`src/rtl/acquisition_sequencer.sv`:
```
// Purpose: sequences one event-tagger acquisition (clear, run window, drain) and gates tagger records into the record FIFO.
// Latency: start -> RUN in 1 cycle (2 with timer clear); stop -> DRAIN next cycle, done one cycle later; fifo_wr is same-cycle.
// Backpressure: fifo_full drops the current tagger record (counted as lost, overflow set); the run halts on a loss only if halt_on_overflow.
module acquisition_sequencer #(
   parameter int DUR_W  = 36,
   parameter int CNT_W  = 32,
   parameter int LOST_W = 16
) (
   input  logic              clk,
   input  logic              reset,
   input  logic              cmd_start,
   input  logic              cmd_stop,
   input  logic              clear_timer,
   input  logic              timed_mode,
   input  logic [DUR_W-1:0]  duration,
   input  logic              halt_on_overflow,
   input  logic              tagger_ready,
   input  logic              fifo_full,
   output logic              reset_counter,
   output logic              counter_operate,
   output logic              capture_operate,
   output logic              fifo_wr,
   output logic              busy,
   output logic              done,
   output logic              overflow,
   output logic [CNT_W-1:0]  record_count,
   output logic [LOST_W-1:0] lost_count
);

   typedef enum logic [2:0] {
      S_IDLE  = 3'd0,
      S_CLEAR = 3'd1,
      S_RUN   = 3'd2,
      S_DRAIN = 3'd3,
      S_DONE  = 3'd4
   } state_t;

   state_t            state;
   logic              timed_q;
   logic [DUR_W-1:0]  remaining;
   logic              accept_window;
   logic              lost;
   logic              window_end;

   // Tagger controls and status are pure decodes of the state register, so they never glitch.
   assign reset_counter   = (state == S_CLEAR);
   assign counter_operate = (state == S_RUN);
   assign capture_operate = (state == S_RUN);
   assign busy            = (state != S_IDLE);
   assign done            = (state == S_DONE);

   // DRAIN is inside the window because tagger_ready trails capture_operate by one cycle.
   assign accept_window = (state == S_RUN) || (state == S_DRAIN);
   assign fifo_wr       = tagger_ready & ~fifo_full & accept_window;
   assign lost          = tagger_ready &  fifo_full & accept_window;

   // A timed window ends on its last cycle, when one cycle of the duration remains.
   assign window_end = cmd_stop
                     | (timed_q && (remaining == DUR_W'(1)))
                     | (halt_on_overflow && lost);

   // Run sequencing, window countdown and saturating record/loss accounting.
   always_ff @(posedge clk) begin
      if (reset) begin
         state        <= S_IDLE;
         timed_q      <= 1'b0;
         remaining    <= '0;
         record_count <= '0;
         lost_count   <= '0;
         overflow     <= 1'b0;
      end else begin
         if (fifo_wr && (record_count != '1)) begin
            record_count <= record_count + CNT_W'(1);
         end
         if (lost) begin
            overflow <= 1'b1;
            if (lost_count != '1) begin
               lost_count <= lost_count + LOST_W'(1);
            end
         end

         case (state)
            S_IDLE: begin
               if (cmd_start) begin
                  timed_q      <= timed_mode;
                  remaining    <= (duration == '0) ? DUR_W'(1) : duration;
                  record_count <= '0;
                  lost_count   <= '0;
                  overflow     <= 1'b0;
                  state        <= clear_timer ? S_CLEAR : S_RUN;
               end
            end
            S_CLEAR: begin
               state <= cmd_stop ? S_DRAIN : S_RUN;
            end
            S_RUN: begin
               if (timed_q && (remaining > DUR_W'(1))) begin
                  remaining <= remaining - DUR_W'(1);
               end
               if (window_end) begin
                  state <= S_DRAIN;
               end
            end
            S_DRAIN: begin
               state <= S_DONE;
            end
            S_DONE: begin
               state <= S_IDLE;
            end
            default: begin
               state <= S_IDLE;
            end
         endcase
      end
   end

endmodule

```
`config.mk`:
```
export PLATFORM = sky130hd
export DESIGN_NAME = acquisition_sequencer
export DESIGN_NICKNAME = d
export VERILOG_FILES = /design/src/rtl/acquisition_sequencer.sv
export SDC_FILE = /design/constraint.sdc
export NUM_CORES = 1
export LEC_CHECK = 0
export CAP_MARGIN = 0
export CORE_UTILIZATION = 54
export CTS_CLUSTER_DIAMETER = 60
export DETAILED_ROUTE_END_ITERATION = 16
export DONT_BUFFER_PORTS = 1
export GPL_TIMING_DRIVEN = 0
export PLACE_DENSITY = 0.8
export SETUP_SLACK_MARGIN = 0.15
export SYNTH_ARGS = -nofsm -noshare
export SYNTH_HDL_FRONTEND = slang
export SYNTH_SLANG_ARGS = --single-unit
```
`constraint.sdc`:
```
create_clock -name clk -period 6.8 [get_ports clk]
set_input_delay 1.36 -clock clk [delete_from_list [all_inputs] [get_ports clk]]
set_output_delay 1.36 -clock clk [all_outputs]
set_load 0.005 [all_outputs]
```
## Word-level counts from Yosys, hierarchy flattened

Cells that the tools add are included.

| word-level totals | value |
|---|---|
| input port bits | 45 |
| flip-flop bits (word level) | 89 |

| cells by class | value |
|---|---|
| multiplexer cells | 19 |
| reduce and logical (&&, ||, !) cells | 12 |
| $add $sub $neg | 3 |
| $lt $le $gt $ge | 1 |
| equal/unequal tests | 10 |
| bitwise operators | 7 |

Operator list:

| operator | count |
|---|---|
| $mux 36 | 3 |
| $mux 32 | 3 |
| $pmux 36 s2 | 1 |
| $mux 16 | 4 |
| $eq 36x1->1 const B | 1 |
| $gt 36x1->1 const B | 1 |
| $logic_not 36->1 | 1 |
| $sub 36x1->36 const B | 1 |
| $add 32x1->32 const B | 1 |
| $ne 32x32->1 const B | 1 |
| $add 16x1->16 const B | 1 |
| $ne 16x16->1 const B | 1 |
| $pmux 3 s4 | 1 |
| $eq 3x2->1 const B | 2 |
| $mux 3 | 2 |
| $and 1x1->1 | 4 |
| $logic_and 1x1->1 | 4 |
| $mux 1 | 4 |
| $ne 2x1->1 const B | 2 |
| $reduce_and 2->1 | 2 |
| $eq 3x1->1 const B | 1 |
| $eq 3x3->1 const B | 1 |
| $logic_not 3->1 | 1 |
| $reduce_and 3->1 | 1 |
| 7 further kinds | 8 |

## Logic depth before layout (Yosys ltp)

| logic depth | value |
|---|---|
| depth after elaboration | 7 |
| depth in mapped cells | 9 |

## Worst setup path before layout

Ideal clock, no wire load.

| timing | value |
|---|---|
| kind | input port to output port |
| from | input fifo_full |
| to | output fifo_wr |
| arrival time | 1.982 ns |
| slack | 3.458 ns |
| stages | 3 |
| path through | nand4bb_1 > clkbuf_1 > clkinv_1 |

| between the ends | value |
|---|---|
| word-level cells in the longest chain between the ends | 3 |

RTL lines:

| item | line | RTL |
|---|---|---|
| start: declaration | 18 | `input logic fifo_full,` |
| $not 1->1 | 54 | `assign fifo_wr = tagger_ready & ~fifo_full & accept_window;` |
| $and 1x1->1 (2 in a row) | 54 |  |
| end: declaration | 22 | `output logic fifo_wr,` |

Every way passes these cells.

## Worst setup path in the final report

| timing | value |
|---|---|
| from | register state[1] |
| to | output counter_operate |

| between the ends | value |
|---|---|
| word-level cells in the longest chain between the ends | 1 |

RTL lines:

| item | line | RTL |
|---|---|---|
| start: declaration | 38 | `state_t state;` |
| start signal: assignment | 90 | `state <= clear_timer ? S_CLEAR : S_RUN;` |
| start signal: assignment | 94 | `state <= cmd_stop ? S_DRAIN : S_RUN;` |
| $eq 3x2->1 | n/a |  |
| end: declaration | 20 | `output logic counter_operate,` |

Every way passes these cells.

==> results.cfg <==
[pwr]
irDropWorstVdd_mv = 0.1192
power.density_mw_per_mm2 = 244.6
power_leakage_nw = 1.789

[critical_path]
crit_top_cell = clkbuf_1
slowest_stage = clkbuf_1
cpPeakStageDelay_ps = 610
r2r_end = remaining[32]
r2r_cells = 8
worstPathRequired_ps = 5440
crit_type = register to output port
arrival_ps = 2610
cp_cell_sequence = buf_2, or3b_2, clkbuf_1, inv_1, clkbuf_1, buf_4
rrSetupSlack_ps = 4030
cp-start-kind = register
r2r_start = remaining[1]
crit_path_end_kind = output port
crit_fanout = 11

[timing]
tns_ps = 0
drv_slew = 0
post-route-period-util_pct = 58.39
fin_skew_ps = 17.74
relSlewSlack_pct = 45.39
hold_viol = 0
min_period_ps = 3971
setup_viol = 0
tightest_slew_ps = 808.9
rsz0062_at_grt = false
max_freq_mhz = 251.9

[final_layout]
final_nets = 742
fin_area_mm2 = 0.005791
fillCellCount = 925
drive_above_1_share_pct = 7.307
area_growth_pct = 6.956
n_antenna_cell = 0

[global_route]
grt_pass1_wl_um = 25650
grt_max_degree = 17
first_global_vias = 5322
grt_overflow = 0
grt_antenna_before_repair = 0
grt_usage_pct = 31.58

[worst_hold_path]
holdPathEnd = remaining[35]
min_path_cells = 2
hold_path.startpoint = remaining[35]
hp-class = register to register

[placement]
place_congestion = 0.9873
portBuffers = 0
placed_area_mm2 = 0.005580
hpwl_um = 11870

[clock_tree]
clock_sinks = 89
clk_pin_slew_ps = 100
clkLatencyLatePin_ps = 380
cts.path.max_buffers = 2
postCtsSetupRepairBufs = 0
cts.htree.levels = 3
cts_tree = yes
clockRootBuffer = clkbuf_8
cts_buffers = 9
cts_hold_buf = 0
cts_resized = 0

[detailed_routing]
first_pass_iters = 5
wire_per_inst_um = 19.89
drt-initial-drc-count = 548
drt_wl_total_um = 16530
vias = 5698
viasPerCell = 6.857
remaining_drc_errors = 0
ant_nets = 0

[die]
dieWidth_um = 102.1
core-area_mm2 = 0.009729
start_util_pct = 55.65
die-height_um = 102.1
floorplan.rows = 36
top_level_ports = 100
fp.dieArea_mm2 = 0.01043

[synth]
ys_dominant_reg_cell = dfxtp_1
yosys_register_bits = 89
avgSynthCellArea_um2 = 7.938
syn_inst = 682
synth_area_leader_cell = dfxtp_1
synth-seq-area-share_pct = 32.91
syn-num-nets = 731
synth_top_area_share_pct = 32.91
syn_area_mm2 = 0.005414
synthTopCellsByArea = dfxtp_1 33%, o31ai_1 5.8%, a21oi_1 5.0%, o311ai_0 4.2%, nor2_1 3.7%
async_reset_ff_share_pct = 0
ys.warnings.count = 0
synth.distinct_cells = 70
synth_edf_count = 0

[job]
maxCapViolCount = 0

[status]
status = completed
through the flow:
stage	power [mW]	utilization, %	cells	setup slack, ps	hold slack [ps]
after floorplan	0.9073	-	682	3458	435.0
after global placement	1.013	57.36	815	3262	450.6
after detailed placement	1.022	57.36	815	3268	464.8
after CTS	1.402	59.52	831	2901	476.8
after global routing	1.481	59.52	831	2747	501.3
final	1.417	59.52	831	2829	479.4
power breakdown:
| group | total [mW] | internal (mW) | switching [mW] |
|---|---|---|---|
| logic | 0.443 | 0.147 | 0.296 |
| clock network | 0.390 | 0.184 | 0.206 |
| registers | 0.584 | 0.550 | 0.0332 |
| total | 1.42 | 0.881 | 0.535 |
critical path, delay by kind of cell, from the launching register on:
family / cells / cell delay [ps]
flip-flops: 1 / 410
buffers and inverters: 5 / 1370
AND/OR/NAND/NOR: 1 / 450
layout make-up:
cell class / instances / area, um^2 / area share (%)
buffer: 58 / 262.8 / 4.538
clock buffer: 10 / 137.6 / 2.377
clock inverter: 6 / 72.57 / 1.253
inverter: 19 / 71.32 / 1.232
multi-input combinational: 516 / 3298 / 56.96
sequential: 89 / 1782 / 30.77
tap: 133 / 166.4 / 2.874
layout by cell type (no fill, tap or decap), types with 12 or more instances in the layout:
cell | netlist | routed
o21ai_0 | 25 | 25
a21oi_1 | 54 | 54
a31oi_1 | 17 | 17
nand3_1 | 22 | 22
and3_1 | 12 | 12
or3_1 | 20 | 20
nor4_1 | 29 | 29
dfxtp_1 | 89 | 89
o311ai_0 | 26 | 26
inv_1 | 18 | 18
nand2_1 | 40 | 40
clkbuf_1 | 42 | 42
nor3_1 | 32 | 32
or4_1 | 14 | 14
nor2_1 | 53 | 53
o31ai_1 | 42 | 42
nand4_1 | 20 | 20
worst max-delay path by stage:
stage | from | end | cells after the start
2_1_floorplan | fifo_full | fifo_wr | 3
3_3_place_gp | fifo_full | fifo_wr | 3
3_5_place_dp | fifo_full | fifo_wr | 3
4_1_cts | state[1] | counter_operate | 6
5_1_grt | state[1] | counter_operate | 6
6_report | state[1] | counter_operate | 6
state kept, by name (all words and copies together) (netlist names):
| signal | count |
|---|---|
| state | 3 |
| timed_q | 1 |
| remaining | 36 |
| record_count | 32 |
| overflow | 1 |
| lost_count | 16 |
cell usage after synthesis, types with 5 or more instances:
cell,number
nor2_1,53
nor3_1,32
nand4_1,20
or3_1,20
a31oi_1,17
buf_2,6
or2_2,5
o31ai_1,42
nand2_1,40
a22oi_1,7
nand3_1,22
and4_1,7
a21oi_1,54
buf_4,6
dfxtp_1,89
and2_1,8
o311ai_0,26
nor4_1,29
and3_1,12
clkbuf_1,42
o21ai_0,25
or4_1,14
xnor2_1,11
inv_1,18
routing by layer:
layer	track usage (%)	part of all wire [%]
met3	7.592	11
met4	15.60	2.4
met5	0	0
met2	51.99	47
met1	38.58	40
cells by family (layout without fill, tap and decap cells):
kind of cell               after synthesis  count (layout)  share of synthesized area (%)
xor gates and xnor gates                14              14                          2.265
AOI/OAI and AO/OA                      207             207                          26.44
muxes                                    4               4                         0.7396
and+or+nand+nor                        287             287                          30.55
adders and majority gates                4               4                         0.9245
DFF                                     89              89                          32.91
buffers and inverters                   77              93                          6.170
Note: power is estimated with default switching activity, not from simulation.
